## config.mk

```make
export PLATFORM = sky130hd
export DESIGN_NAME = bloque_campos_bcd
export DESIGN_NICKNAME = d
export VERILOG_FILES = /design/src/rtl/bloque_campos_bcd_pkg.sv /design/src/rtl/bcd_paso.sv /design/src/rtl/bloque_campos_bcd.sv
export SDC_FILE = /design/constraint.sdc
export NUM_CORES = 1
export LEC_CHECK = 0
export CAP_MARGIN = 10
export CORE_ASPECT_RATIO = 1.1
export CORE_MARGIN = 3
export CORE_UTILIZATION = 55
export CTS_CLUSTER_DIAMETER = 100
export CTS_CLUSTER_SIZE = 16
export DETAILED_ROUTE_END_ITERATION = 10
export HOLD_SLACK_MARGIN = 0.03
export PLACE_DENSITY = 0.76
export RECOVER_POWER = 50
export SLEW_MARGIN = 0
export SYNTH_ARGS = -nofsm -noshare
export SYNTH_HDL_FRONTEND = slang
export SYNTH_HIERARCHICAL = 1
export SYNTH_SLANG_ARGS = --single-unit
```

## constraint.sdc

```tcl
create_clock -name reloj -period 9.4 [get_ports reloj]
set_input_delay 1.41 -clock reloj [delete_from_list [all_inputs] [get_ports reloj]]
set_output_delay 1.41 -clock reloj [all_outputs]
set_load 0.02 [all_outputs]
```

## src/rtl/bloque_campos_bcd_pkg.sv

```systemverilog
// rtl/bloque_campos_bcd_pkg.sv - shared states, button indices, default limits and 12 h helper
package bloque_campos_bcd_pkg;

   typedef enum logic [1:0] {
      NORMAL    = 2'd0,
      EDICION   = 2'd1,
      ESCRITURA = 2'd2
   } estado_t;

   localparam int BOT_SUBE = 0;
   localparam int BOT_BAJA = 1;
   localparam int BOT_DER  = 2;
   localparam int BOT_IZQ  = 3;

   // Time fields are {hour, min, sec}; date fields are {year, month, day}
   localparam logic [23:0] LIM_MAX_HORA  = 24'h235959;
   localparam logic [23:0] LIM_MIN_HORA  = 24'h000000;
   localparam logic [23:0] LIM_MAX_FECHA = 24'h991231;
   localparam logic [23:0] LIM_MIN_FECHA = 24'h000101;

   function automatic logic [7:0] hora_12h(input logic [7:0] h);
      logic [7:0] r;
      case (h)
         8'h00:   r = 8'h12;
         8'h13:   r = 8'h01;
         8'h14:   r = 8'h02;
         8'h15:   r = 8'h03;
         8'h16:   r = 8'h04;
         8'h17:   r = 8'h05;
         8'h18:   r = 8'h06;
         8'h19:   r = 8'h07;
         8'h20:   r = 8'h08;
         8'h21:   r = 8'h09;
         8'h22:   r = 8'h10;
         8'h23:   r = 8'h11;
         default: r = h;
      endcase
      return r;
   endfunction

endpackage

```

## src/rtl/bcd_paso.sv

```systemverilog
// rtl/bcd_paso.sv - single BCD field step up/down with min/max wrap
module bcd_paso (
   input  logic [7:0] valor,
   input  logic [7:0] lim_max,
   input  logic [7:0] lim_min,
   input  logic       sube,
   input  logic       baja,
   output logic [7:0] siguiente,
   output logic       vuelta
);

   always_comb begin
      siguiente = valor;
      vuelta    = 1'b0;
      if (sube) begin
         if (valor >= lim_max) begin
            siguiente = lim_min;
            vuelta    = 1'b1;
         end else if (valor[3:0] == 4'd9) begin
            siguiente = {valor[7:4] + 4'd1, 4'd0};
         end else begin
            siguiente = {valor[7:4], valor[3:0] + 4'd1};
         end
      end else if (baja) begin
         // Out-of-range values recover to the maximum rather than stepping down
         if (valor <= lim_min || valor > lim_max) begin
            siguiente = lim_max;
            vuelta    = 1'b1;
         end else if (valor[3:0] == 4'd0) begin
            siguiente = {valor[7:4] - 4'd1, 4'd9};
         end else begin
            siguiente = {valor[7:4], valor[3:0] - 4'd1};
         end
      end
   end

endmodule

```

## src/rtl/bloque_campos_bcd.sv

```systemverilog
// rtl/bloque_campos_bcd.sv - N-field BCD time/date counter with edit mode and RTC write-back
module bloque_campos_bcd
   import bloque_campos_bcd_pkg::*;
#(
   parameter int                      N_CAMPOS   = 3,
   parameter int                      ANCHO_POS  = 2,
   parameter logic [8*N_CAMPOS-1:0]   LIM_MAX    = 24'h235959,
   parameter logic [8*N_CAMPOS-1:0]   LIM_MIN    = 24'h000000,
   parameter int                      CAMPO_HORA = 2
) (
   input  logic                    reloj,
   input  logic                    resetM,
   input  logic                    F_H,
   input  logic                    READ,
   input  logic                    IN_valido,
   input  logic [8*N_CAMPOS-1:0]   IN_campos,
   input  logic                    tick,
   input  logic                    enable_edicion,
   input  logic [3:0]              IN_bot,
   input  logic                    escribir_ack,
   output logic [8*N_CAMPOS-1:0]   OUT_campos,
   output logic                    OUT_pm,
   output logic [ANCHO_POS-1:0]    Contador_pos,
   output logic                    escribir,
   output logic                    desborde
);

   localparam logic [ANCHO_POS-1:0] POS_ULTIMA = ANCHO_POS'(N_CAMPOS - 1);

   estado_t                 estado;
   logic [8*N_CAMPOS-1:0]   campos;
   logic [8*N_CAMPOS-1:0]   campos_sig;
   logic [ANCHO_POS-1:0]    pos;
   logic                    modificado;
   logic [3:0]              bot_prev;
   logic [3:0]              flanco;
   logic                    carga, tick_normal, desborde_sig;
   logic                    accion_sube, accion_baja, accion_der, accion_izq;

   assign carga       = IN_valido & READ;
   assign tick_normal = (estado == NORMAL) & tick & ~carga;

   // Only the highest-priority new press acts
   assign flanco      = IN_bot & ~bot_prev;
   assign accion_sube = flanco[BOT_SUBE];
   assign accion_baja = flanco[BOT_BAJA] & ~flanco[BOT_SUBE];
   assign accion_der  = flanco[BOT_DER]  & ~flanco[BOT_SUBE] & ~flanco[BOT_BAJA];
   assign accion_izq  = flanco[BOT_IZQ]  & ~flanco[BOT_SUBE] & ~flanco[BOT_BAJA] & ~flanco[BOT_DER];

   genvar i;
   for (i = 0; i < N_CAMPOS; i++) begin : g_campo
      logic       entrada, vuelta, sel;
      logic [7:0] siguiente;
      if (i == 0) begin : g_primero
         assign entrada = tick_normal;
      end else begin : g_resto
         assign entrada = g_campo[i-1].entrada & g_campo[i-1].vuelta;
      end
      assign sel = (estado == EDICION) && (pos == ANCHO_POS'(i));
      bcd_paso u_paso (
         .valor     (campos[8*i +: 8]),
         .lim_max   (LIM_MAX[8*i +: 8]),
         .lim_min   (LIM_MIN[8*i +: 8]),
         .sube      (entrada | (sel & accion_sube)),
         .baja      (sel & accion_baja),
         .siguiente (siguiente),
         .vuelta    (vuelta)
      );
      assign campos_sig[8*i +: 8] = siguiente;
   end

   assign desborde_sig = g_campo[N_CAMPOS-1].entrada & g_campo[N_CAMPOS-1].vuelta;

   always_ff @(posedge reloj or negedge resetM) begin
      if (!resetM) begin
         estado     <= NORMAL;
         campos     <= LIM_MIN;
         pos        <= '0;
         modificado <= 1'b0;
         bot_prev   <= 4'b0000;
         escribir   <= 1'b0;
         desborde   <= 1'b0;
      end else begin
         bot_prev <= IN_bot;
         desborde <= 1'b0;
         case (estado)
            NORMAL: begin
               if (carga) begin
                  campos <= IN_campos;
               end else begin
                  campos   <= campos_sig;
                  desborde <= desborde_sig;
               end
               if (enable_edicion) begin
                  estado     <= EDICION;
                  pos        <= '0;
                  modificado <= 1'b0;
               end
            end
            EDICION: begin
               campos <= campos_sig;
               if (accion_sube | accion_baja)
                  modificado <= 1'b1;
               if (accion_der)
                  pos <= (pos == POS_ULTIMA) ? '0 : pos + 1'b1;
               else if (accion_izq)
                  pos <= (pos == '0) ? POS_ULTIMA : pos - 1'b1;
               if (!enable_edicion) begin
                  estado   <= modificado ? ESCRITURA : NORMAL;
                  escribir <= modificado;
               end
            end
            ESCRITURA: begin
               if (escribir_ack) begin
                  estado   <= NORMAL;
                  escribir <= 1'b0;
               end
            end
            default: begin
               estado   <= NORMAL;
               escribir <= 1'b0;
            end
         endcase
      end
   end

   assign Contador_pos = pos;

   // 12 h conversion is display-only; storage always holds 00-23
   if (CAMPO_HORA < N_CAMPOS) begin : g_12h
      always_comb begin
         OUT_campos = campos;
         if (!F_H)
            OUT_campos[8*CAMPO_HORA +: 8] = hora_12h(campos[8*CAMPO_HORA +: 8]);
      end
      assign OUT_pm = ~F_H & (campos[8*CAMPO_HORA +: 8] >= 8'h12);
   end else begin : g_24h
      assign OUT_campos = campos;
      assign OUT_pm     = 1'b0;
   end

endmodule

```

* Yosys cells after proc, flatten, opt, wreduce, memory -nomap -nowiden
Cells that the tools add are included.
** Cells by class
- Add/sub/neg operators :: 14
- Magnitude comparators :: 10
- Reduce and logical (&&, ||, !) cells :: 17
- Mux-type cells :: 53
- Bitwise operators :: 31
- Equal/unequal tests :: 23
** Operators by type and width (number)
- $mux W8 :: 19
- $pmux W8 S12 :: 1
- $eq A8 B5 Y1 const B :: 7
- $pmux W24 S2 :: 1
- $eq A8 B6 Y1 const B :: 4
- $add A4 B1 Y4 const B :: 6
- $le A8 B1 Y1 const B :: 3
- $mux W24 :: 1
- $sub A4 B1 Y4 const B :: 6
- $and A1 B1 Y1 :: 19
- $mux W1 :: 18
- $mux W2 :: 9
- $ge A8 B7 Y1 const B :: 2
- $gt A8 B7 Y1 const B :: 2
- $eq A4 B4 Y1 const B :: 3
- $logic_not A4 Y1 :: 3
- $reduce_and A3 Y1 :: 4
- $ge A8 B5 Y1 const B :: 1
- $ge A8 B6 Y1 const B :: 1
- $gt A8 B6 Y1 const B :: 1
- $logic_not A8 Y1 :: 1
- $ne A2 B2 Y1 const B :: 3
- $not A1 Y1 :: 6
- $pmux W2 S3 :: 1
- 16 further kinds :: 26
** Storage, ports and cells
- Output and inout port bits :: 29
- Bits of input ports :: 36
- Register bits after elaboration :: 35
- Word-level logic and storage cells :: 155

* Depth between registers and ports, before layout
Gate-level depths: netlist of the first run.
- Depth in word-level cells :: 16
- Gate-level depth with buffers :: 22
- Mapped depth without buffers :: 17

* Modules after synthesis
Netlist of the first run, hierarchy kept.
** By module, submodules not included
- bcd_paso :: times used 3, cells each 151, area each 1071.0 µm², seq. area each 0.0 µm²
- bloque_campos_bcd :: times used 1, cells each 226, area each 2092.0 µm², seq. area each 875.8 µm²

* Worst setup path after synthesis of the first run
OpenSTA, ideal clock, no wires.
- Path kind :: input to register
- Start :: in IN_bot[0]
- End :: reg campos[16]
- Cell stages on the path :: 19
- Required time :: 9.267 ns
- Library setup time :: 0.133 ns
- Slack :: 5.114 ns
- Arrival time :: 4.153 ns
- Buffers on the path :: 5
- Cells stage by stage :: nor2b_1 nor3_1 and2_1 buf_4 clkinv_1 o31ai_1 a32o_1 buf_4 buf_2 o21ai_0 o31ai_1 nand4_1 nand2_1 buf_4 buf_2 o311ai_0 o31a_1 mux2i_1 o21ai_0
** On the way
- Cells in the longest elaborated chain, start to end :: 14
- Elaborated cells between the ends (all ways) :: 22
- Those cells by class :: mux (8); bitwise (14)
** RTL lines
- from (decl) :: line bloque_campos_bcd.sv:19 : input logic [3:0] IN_bot,
- $and A4 B4 Y4 * :: line bloque_campos_bcd.sv:44 : assign flanco = IN_bot & ~bot_prev;
- $not A1 Y1 :: line bloque_campos_bcd.sv:46 : assign accion_baja = flanco[BOT_BAJA] & ~flanco[BOT_SUBE];
- $and A1 B1 Y1 :: line bloque_campos_bcd.sv:46
- $and A1 B1 Y1 :: line bloque_campos_bcd.sv:65 : .baja (sel & accion_baja),
- $mux W1 :: line bcd_paso.sv:24 : end else if (baja) begin
- $mux W1 * :: line bcd_paso.sv:15 : if (sube) begin
- net g_campo[0].vuelta :: line bloque_campos_bcd.sv:52 : logic entrada, vuelta, sel;
- $and A1 B1 Y1 * :: line bloque_campos_bcd.sv:57 : assign entrada = g_campo[i-1].entrada & g_campo[i-1].vuelta;
- $or A1 B1 Y1 * :: line bloque_campos_bcd.sv:64 : .sube (entrada | (sel & accion_sube)),
- $mux W1 * :: line bcd_paso.sv:15
- net g_campo[1].vuelta :: line bloque_campos_bcd.sv:52
- $and A1 B1 Y1 * :: line bloque_campos_bcd.sv:57
- $or A1 B1 Y1 * :: line bloque_campos_bcd.sv:64
- $mux W8 * :: line bcd_paso.sv:15
- net g_campo[2].siguiente[0] :: line bloque_campos_bcd.sv:53 : logic [7:0] siguiente;
- $mux W24 :: line bloque_campos_bcd.sv:88 : if (carga) begin
- $pmux W24 S2 * :: line bloque_campos_bcd.sv:86 : case (estado)
- to (signal assigned) :: line bloque_campos_bcd.sv:89 : campos <= IN_campos;
- to (signal assigned) :: line bloque_campos_bcd.sv:91 : campos <= campos_sig;
- to (signal assigned) :: line bloque_campos_bcd.sv:101 : campos <= campos_sig;
- to (decl) :: line bloque_campos_bcd.sv:31 : logic [8*N_CAMPOS-1:0] campos;
The timed path passes the listed nets; every way through them passes the cells marked *.
A chain may end at the register's enable or synchronous reset.

* Worst setup path in the final report of the first run
Same ends and word-level chain as after synthesis.

==> results of run 1 <==
report_power, final:
group,internal [uW],leakage (uW),switching (uW)
Clock,106,0.0000644,63.5
Sequential,208,0.000423,225
Combinational,535,0.00212,646
Total,849,0.00261,934
final timing paths:
path	cells after the start	slack (ns)	end
setup / recovery	15	3.56	campos[16]
min in group asynchronous	2	2.22	bot_prev[2]
hold reg to reg	2	0.50	escribir
max in group asynchronous	2	6.01	campos[23]
setup reg to reg	14	4.77	campos[16]
hold / removal	2	0.50	escribir
worst max-delay path, stage by stage:
cell and delay, ns:
dlygate4sd3_1 0.57, nor2b_1 0.18, nor3_1 0.30, and2_1 0.50, clkinv_1 0.40, o31ai_1 0.40
a32o_1 0.63, o21ai_0 0.19, o31ai_1 0.11, nand4_1 0.14, nand2_1 0.49, o311ai_0 0.29
o31a_1 0.17, mux2i_1 0.11, o21ai_0 0.08
per-stage QoR:
| stage | cell area (um^2) | power, uW | std cells |
|---|---|---|---|
| global route | 6180 | 1950 | 904 |
| floorplan | 5660 | 1350 | 773 |
| finish | 6180 | 1780 | 904 |
| detailed placement | 6050 | 1600 | 896 |
| global placement | 6050 | 1550 | 896 |
| CTS | 6180 | 1780 | 904 |
placed cells by master, fill, tap and decap left out, types with 4 or more instances in the layout:
cell / instances
conb_1: 96
nand2_1: 76
inv_1: 63
ha_1: 59
a21oi_1: 57
clkdlybuf4s50_1: 54
o21ai_0: 52
mux2i_1: 51
nand3_1: 41
dfrtp_1: 35
nor2_1: 18
a32oi_1: 18
xnor2_1: 15
nand4_1: 13
o31ai_1: 11
nand2b_1: 10
dlygate4sd3_1: 10
o21ai_1: 7
nor2b_1: 7
o211ai_1: 7
xor2_1: 6
clkbuf_8: 5
and2_1: 4
nor3_1: 4
a22o_1: 4
cell families (layout without fill, tap and decap cells):
| logic type | count (synthesis) | in the layout | synth area share |
|---|---|---|---|
| compound gates | 189 | 189 | 0.239 |
| xor+xnor | 21 | 21 | 0.0347 |
| fa+ha+maj | 59 | 59 | 0.139 |
| other cells | 2 | 96 | 0.00142 |
| buf+inv | 124 | 141 | 0.125 |
| simple gates | 196 | 196 | 0.195 |
| mux | 53 | 53 | 0.100 |
| flops | 35 | 35 | 0.165 |
registers in the layout, summed over array words and instances, names as in the netlist:
register / flops
escribir: 1
estado: 2
Contador_pos: 2
campos: 24
modificado: 1
bot_prev: 4
desborde: 1
area by class of cell:
type,count,area (um^2)
timing repair buffer,67,659
clock inverter,3,67.6
fill,810,2970
sequential,35,876
multi-input combinational,614,4120
clock buffer,5,68.8
inverter,66,248
tap,114,143
routing by layer:
layer  GRT usage  vias up  part of all wire
met1       0.323     2362              0.44
met5           0        -                 0
met3      0.0313       18             0.050
met4      0.0498        0             0.010
li1            -     2546                 -
met2       0.444      159              0.49
==> results_dict.tcl, run 1 <==
set metrics [dict create \
    status "finished with violations" \
    failed_checks "capacitance limit, slew limit" \
    antenna_cells 0 \
    synth_enable_flop_cells 0 \
    hold_buffers 0 \
    core_um2 9140 \
    tightest_slew_ns 2.03 \
    grt_overflow 0 \
    dpl_worst_slack_ns 3.47 \
    synth_seq_area_share 0.165 \
    syn_avg_cell_area_um2 7.81 \
    post-synth-top-count-cell "nand2_1" \
    setup_viol 0 \
    maxCapViolations 1 \
    path_class "in2reg" \
    cts.sinks 35 \
    cts-resized-gates 0 \
    synthArstFlopShare 1.00 \
    postCtsSetupBuffers 0 \
    dp_hpwl_um 9740 \
    post-route-period-util 0.621 \
    start_util 0.580 \
    wl_um 13100 \
    cts-buffers-inserted 5 \
    dieArea_um2 10900 \
    powerDensity_nw_per_um2 289 \
    rsz0062_at_grt "false" \
    io_pins 65 \
    synthToLayoutAreaGrowth_pct 16.5 \
    final_max_slew_viol_count 36 \
    grt_pass1_vias 4890 \
    nNetsFinal 884 \
    end_kind "flip-flop" \
    synth_area_leaders "dfrtp_1, ha_1, mux2i_1" \
    cts_tree "built" \
    finClkSkew_ns 0.00534 \
    critPathLaunchType "input port" \
    hold_ws_ns 0.502 \
    die_w_um 99.6 \
    ys.warnings.count 6 \
    cts_htree_levels 2 \
    layout_min_cycle_time_ns 5.84 \
    synth_area_um2 5310 \
    p_leak_uw 0.00261 \
    hold_violations 0 \
    hp-start "escribir" \
    crit_required_ns 9.56 \
    grt_start_max_net_pins 56 \
    fin_util 0.676 \
    cts_buffer_depth 2 \
    post_drt_wl_per_cell_um 14.5 \
    setup_ws_ns 3.56 \
    port_buffers 64 \
    drtAntennaViolNets 0 \
    synth_top_area_cell "dfrtp_1" \
    post_synth_num_cell_types 58 \
    clk_latency_ns 0.30 \
    antenna_found_initial 0 \
    setup_tns_ns 0 \
    r2r_start "estado[0]" \
    max_freq_ghz 0.171 \
    gp_congestion 0.895 \
    clk_pin_slew_ns 0.08 \
    synth_cells 679 \
    fp.dieH_um 109 \
    ys_ff_latch 35 \
    track_usage 0.249 \
    synth_ff_type "dfrtp_1" \
    crit_start "IN_bot[0]" \
    crit_fanout 18 \
    grt_pass1_wl_um 22500 \
    drtIter0Drc 267 \
    first_pass_iters 6 \
    drc 0 \
    routed_via_density 5.63 \
    synth.top_cell.area_share 0.165 \
    final_layout_size_suffix_gt1_frac 0.0481 \
    cts_root_buf "clkbuf_8" \
    vias 5085 \
    rows 36 \
    ir_drop_uv 162 \
    synth_common_cells "nand2_1, inv_1, ha_1, a21oi_1, o21ai_0" \
    min_path_type "reg2reg" \
    slew_headroom -0.353 \
    worst_ep_arrival_time_ns 6.00 \
]
Note: power is estimated with default switching activity, not from simulation.
==> inputs of run 2 (changes only) <==
- CORE_UTILIZATION: 55 -> 52
- PLACE_DENSITY: 0.76 -> 0.75
- clock period: 9.4 -> 5 ns (I/O delays scaled with it)
==> results_dict.tcl, run 2 (same netlist as run 1, synthesis figures left out) <==
set metrics [dict create \
    status "finished with violations" \
    failed_checks "capacitance limit, slew limit" \
    fin_total_pwr_uw 3330 \
    powerDensity_nw_per_um2 537 \
    cts-resized-gates 0 \
    clk_latency_ns 0.30 \
    post_drt_wl_per_cell_um 14.5 \
    setup_viol 0 \
    worst_path_max_delay_cell "dlygate4sd3_1" \
    post-route-period-util 0.891 \
    placed_area_um2 6080 \
    crit_buf_inv 3 \
    layout_min_cycle_time_ns 4.45 \
    track_usage 0.241 \
    hold_violations 0 \
    crit_path_max_incr_delay_ns 0.56 \
    path_delay_family "compound AO/OA/AOI/OAI gates" \
    layout_common_cells "conb_1, nand2_1, inv_1" \
    end_kind "flip-flop" \
    cts.sinks 35 \
    r2r_cells 15 \
    drtAntennaViolNets 0 \
    hold_ws_ns 0.504 \
    postCtsSetupBuffers 0 \
    slew_headroom -0.305 \
    crit_start "IN_bot[0]" \
    dp_hpwl_um 10200 \
    crit_required_ns 5.14 \
    final_area_um2 6200 \
    cts_root_buf "clkbuf_8" \
    cts_tree "built" \
    cts_buffer_depth 2 \
    port_buffers 64 \
    final_max_slew_viol_count 36 \
    layout_commonest_cell "conb_1" \
    first_pass_iters 6 \
    rows 38 \
    nNetsFinal 888 \
    worst_ep_arrival_time_ns 4.60 \
    p_leak_uw 0.00262 \
    crit_fanout 18 \
    max_freq_ghz 0.225 \
    min_to "escribir" \
    finClkSkew_ns 0.00893 \
    hold_depth 2 \
    path_class "in2reg" \
    reg_top3 "campos: 24 flops, bot_prev: 4 flops" \
    regMostFlops "campos" \
    grt_pass1_vias 5034 \
    io_pins 65 \
    r2r_slack_ns 0.67 \
    drc 0 \
    fp.dieH_um 112 \
    hold_buffers 0 \
    critPathLaunchType "input port" \
    cts-buffers-inserted 5 \
    grt_pass1_wl_um 22900 \
    largest_reg_flops 24 \
    maxCapViolations 1 \
    routed_via_density 5.52 \
    antenna_found_initial 0 \
    core_um2 9890 \
    path_cells "dlygate4sd3_1, nor2b_1, nor3_1, and2_1, clkinv_1, o31ai_1, a32o_1, buf_4, o21ai_0, o31ai_1, nand4_1, nand2_1, o311ai_0, o31a_1, mux2i_1, o21ai_0" \
    setup_tns_ns 0 \
    synthToLayoutAreaGrowth_pct 16.8 \
    final_layout_size_suffix_gt1_frac 0.0516 \
    die_w_um 102 \
    cts_htree_levels 2 \
    r2r_end "campos[16]" \
    hp-start "escribir" \
    drtIter0Drc 330 \
    wl_um 13300 \
    rsz0062_at_grt "false" \
    ir_drop_uv 314 \
    gp_congestion 0.891 \
    grt_overflow 0 \
    antenna_cells 0 \
    grt_start_max_net_pins 36 \
    tightest_slew_ns 1.96 \
    r2r_start "campos[0]" \
    dieArea_um2 11500 \
    vias 5045 \
    clk_pin_slew_ns 0.08 \
    min_path_type "reg2reg" \
    start_util 0.536 \
]
==> run 2: area by class of cell <==
| cell class | instances | area [um^2] |
|---|---|---|
| clock buffer | 6 | 82.6 |
| clock inverter | 2 | 38.8 |
| fill | 888 | 3690 |
| inverter | 66 | 248 |
| multi-input combinational | 614 | 4120 |
| sequential | 35 | 876 |
| tap | 120 | 150 |
| timing repair buffer | 71 | 686 |
==> run 2: stage by stage <==
stage	cells	worst slack, ns	utilization
after detailed placement	906	0.400	0.615
final	914	0.546	0.627
after global placement	906	0.625	0.615
after global routing	914	0.175	0.627
after CTS	914	0.684	0.627
after floorplan	773	1.32	-
==> run 2: worst max-delay path by stage <==
stage	to	slack [ns]	depth (start not counted)
final	campos[16]	0.55	16
after global routing	campos[16]	0.18	16
after CTS	campos[16]	0.68	15
after detailed placement	campos[16]	0.40	16
after global placement	campos[16]	0.62	16
after floorplan	campos[16]	1.32	17
==> run 2: power by group <==
group | internal (uW) | total, uW | switching (uW)
combinational | 1010 | 2240 | 1220
clock | 164 | 284 | 119
sequential | 392 | 803 | 412
==> run 2: layer usage <==
metal | vias to the layer above | wire, um | track usage | part of all wire
met5 | - | 0 | 0 | 0
met3 | 18 | 486 | 0.0313 | 0.037
met1 | 2371 | 5820 | 0.302 | 0.44
met2 | 101 | 6760 | 0.433 | 0.51
met4 | 0 | 208 | 0.0542 | 0.016
li1 | 2555 | - | - | -
==> run 2: worst min-delay path, delay by kind of cell (launching register included) <==
kind               cells  cell delay [ns]
and+or+nand+nor        1             0.06
AOI/OAI and AO/OA      1             0.08
DFF                    1             0.34
==> inputs of run 3 (changes only) <==
- clock period: 5 -> 3.63 ns (I/O delays scaled with it)
==> results_dict.tcl, run 3 (same netlist as run 1, synthesis figures left out) <==
set metrics [dict create \
    cts_htree_levels 2 \
    status "finished, final reports clean" \
    placed_area_um2 6280 \
    clk_latency_ns 0.29 \
    regMostFlops "campos" \
    layout_commonest_cell "conb_1" \
    hold_ws_ns 0.506 \
    setup_tns_ns 0 \
    final_layout_size_suffix_gt1_frac 0.0830 \
    grt_start_max_net_pins 55 \
    gp_congestion 0.879 \
    dr.max_layer_used "met4" \
    ir_drop_uv 419 \
    p_leak_uw 0.00275 \
    grt_pass1_wl_um 23100 \
    antenna_found_initial 0 \
    wl_met2_um 7020 \
    slew_headroom 0.0866 \
    first_pass_iters 5 \
    cts_buffer_depth 2 \
    start_util 0.536 \
    grt_pass1_vias 5040 \
    largest_reg_flops 24 \
    track_usage 0.242 \
    reg_top3 "campos: 24 flops, bot_prev: 4 flops" \
    port_buffers 64 \
    core_um2 9890 \
    vias 5205 \
    max_freq_ghz 0.294 \
    critPathLaunchType "flip-flop" \
    wl_um 13600 \
    drc 0 \
    wl_met3_um 795 \
    post-route-period-util 0.936 \
    path_class "reg2reg" \
    tightest_slew_ns 1.37 \
    crit_required_ns 3.83 \
    clk_pin_slew_ns 0.08 \
    cts.sinks 35 \
    crit_fanout 11 \
    rows 38 \
    drtIter0Drc 336 \
    dieArea_um2 11500 \
    io_pins 65 \
    grt_overflow 0 \
    post_drt_wl_per_cell_um 14.4 \
    finClkSkew_ns 0.0106 \
    dp_hpwl_um 10600 \
    die_w_um 102 \
    end_kind "flip-flop" \
    cts_root_buf "clkbuf_8" \
    wl_met1_um 5610 \
    postCtsSetupBuffers 0 \
    maxCapViolations 0 \
    final_area_um2 6400 \
    fp.dieH_um 112 \
    worst_ep_arrival_time_ns 3.59 \
    routed_via_density 5.54 \
    cts-buffers-inserted 5 \
    final_max_slew_viol_count 0 \
    cts_tree "built" \
    rsz0062_at_grt "false" \
    layout_common_cells "conb_1, nand2_1, inv_1" \
    layout_min_cycle_time_ns 3.40 \
    synthToLayoutAreaGrowth_pct 20.6 \
    powerDensity_nw_per_um2 738 \
    nNetsFinal 913 \
    antenna_cells 0 \
    hold_violations 0 \
    min_path_type "reg2reg" \
    setup_viol 0 \
    drtAntennaViolNets 0 \
]
run 3: cell types whose count changed in the layout (fill, tap and decap cells not counted), sizes merged:
cell,before,now
inv,64,63
clkbuf,8,7
clkdlybuf4s50,54,56
buf,5,31
clkinvlp,0,1
dlygate4sd3,10,8
run 3: worst max-delay path: stages, from the launching register on:
cell and delay (ns):
dfrtp_2 0.41, ha_1 0.30, nand4_1 0.17, or3_4 0.45, a221oi_4 0.30, o31ai_1 0.11
a32o_1 0.29, o31ai_1 0.24, nand4_1 0.14, nand2_1 0.16, buf_4 0.20, a21oi_1 0.06
a32oi_1 0.20, mux2i_1 0.08, o21ai_0 0.18
run 3: cell type report:
cell class / instances / area (um^2)
Multi-Input combinational cell: 614 / 4120
Sequential cell: 35 / 877
Timing Repair Buffer: 96 / 890
Inverter: 66 / 248
Clock inverter: 2 / 37.5
Fill cell: 867 / 3490
Tap cell: 120 / 150
Clock buffer: 6 / 72.6
run 3: repair_timing:
item / 4_1_cts / 5_1_grt
endpoints found under the setup margin: 0 / 1
gates resized for setup: 0 / 1
hold buffers: 0 / 0
run 3: metal layers:
metal  GRT usage  up-vias
met1       0.301     2429
met5           0        -
li1            -     2602
met2       0.441      157
met3      0.0326       17
met4      0.0455        0
run 3: path summary, 6_finish.rpt:
path,end,cells past startpoint,start,slack (ns)
max reg2reg,campos[19],14,campos[5],0.23
min,escribir,2,escribir,0.51
min in group asynchronous,bot_prev[1],1,resetM,0.71
max in group asynchronous,campos[12],2,resetM,1.24
max,campos[19],14,campos[5],0.23
min reg2reg,escribir,2,escribir,0.51
run 3: metrics by stage:
stage / utilization / instances / total power [uW] / worst slack (ns)
floorplan: - / 773 / 3490 / 0.0194
global placement: 0.636 / 931 / 4200 / 0.246
detailed placement: 0.636 / 931 / 4340 / 0.126
CTS: 0.647 / 939 / 4710 / 0.277
global route: 0.647 / 939 / 5170 / 0.00845
finish: 0.647 / 939 / 4720 / 0.231
run 3: power by group:
| group | internal [uW] | switching, uW |
|---|---|---|
| logic | 1530 | 1940 |
| registers | 545 | 346 |
| clock network | 205 | 150 |
| total | 2280 | 2440 |
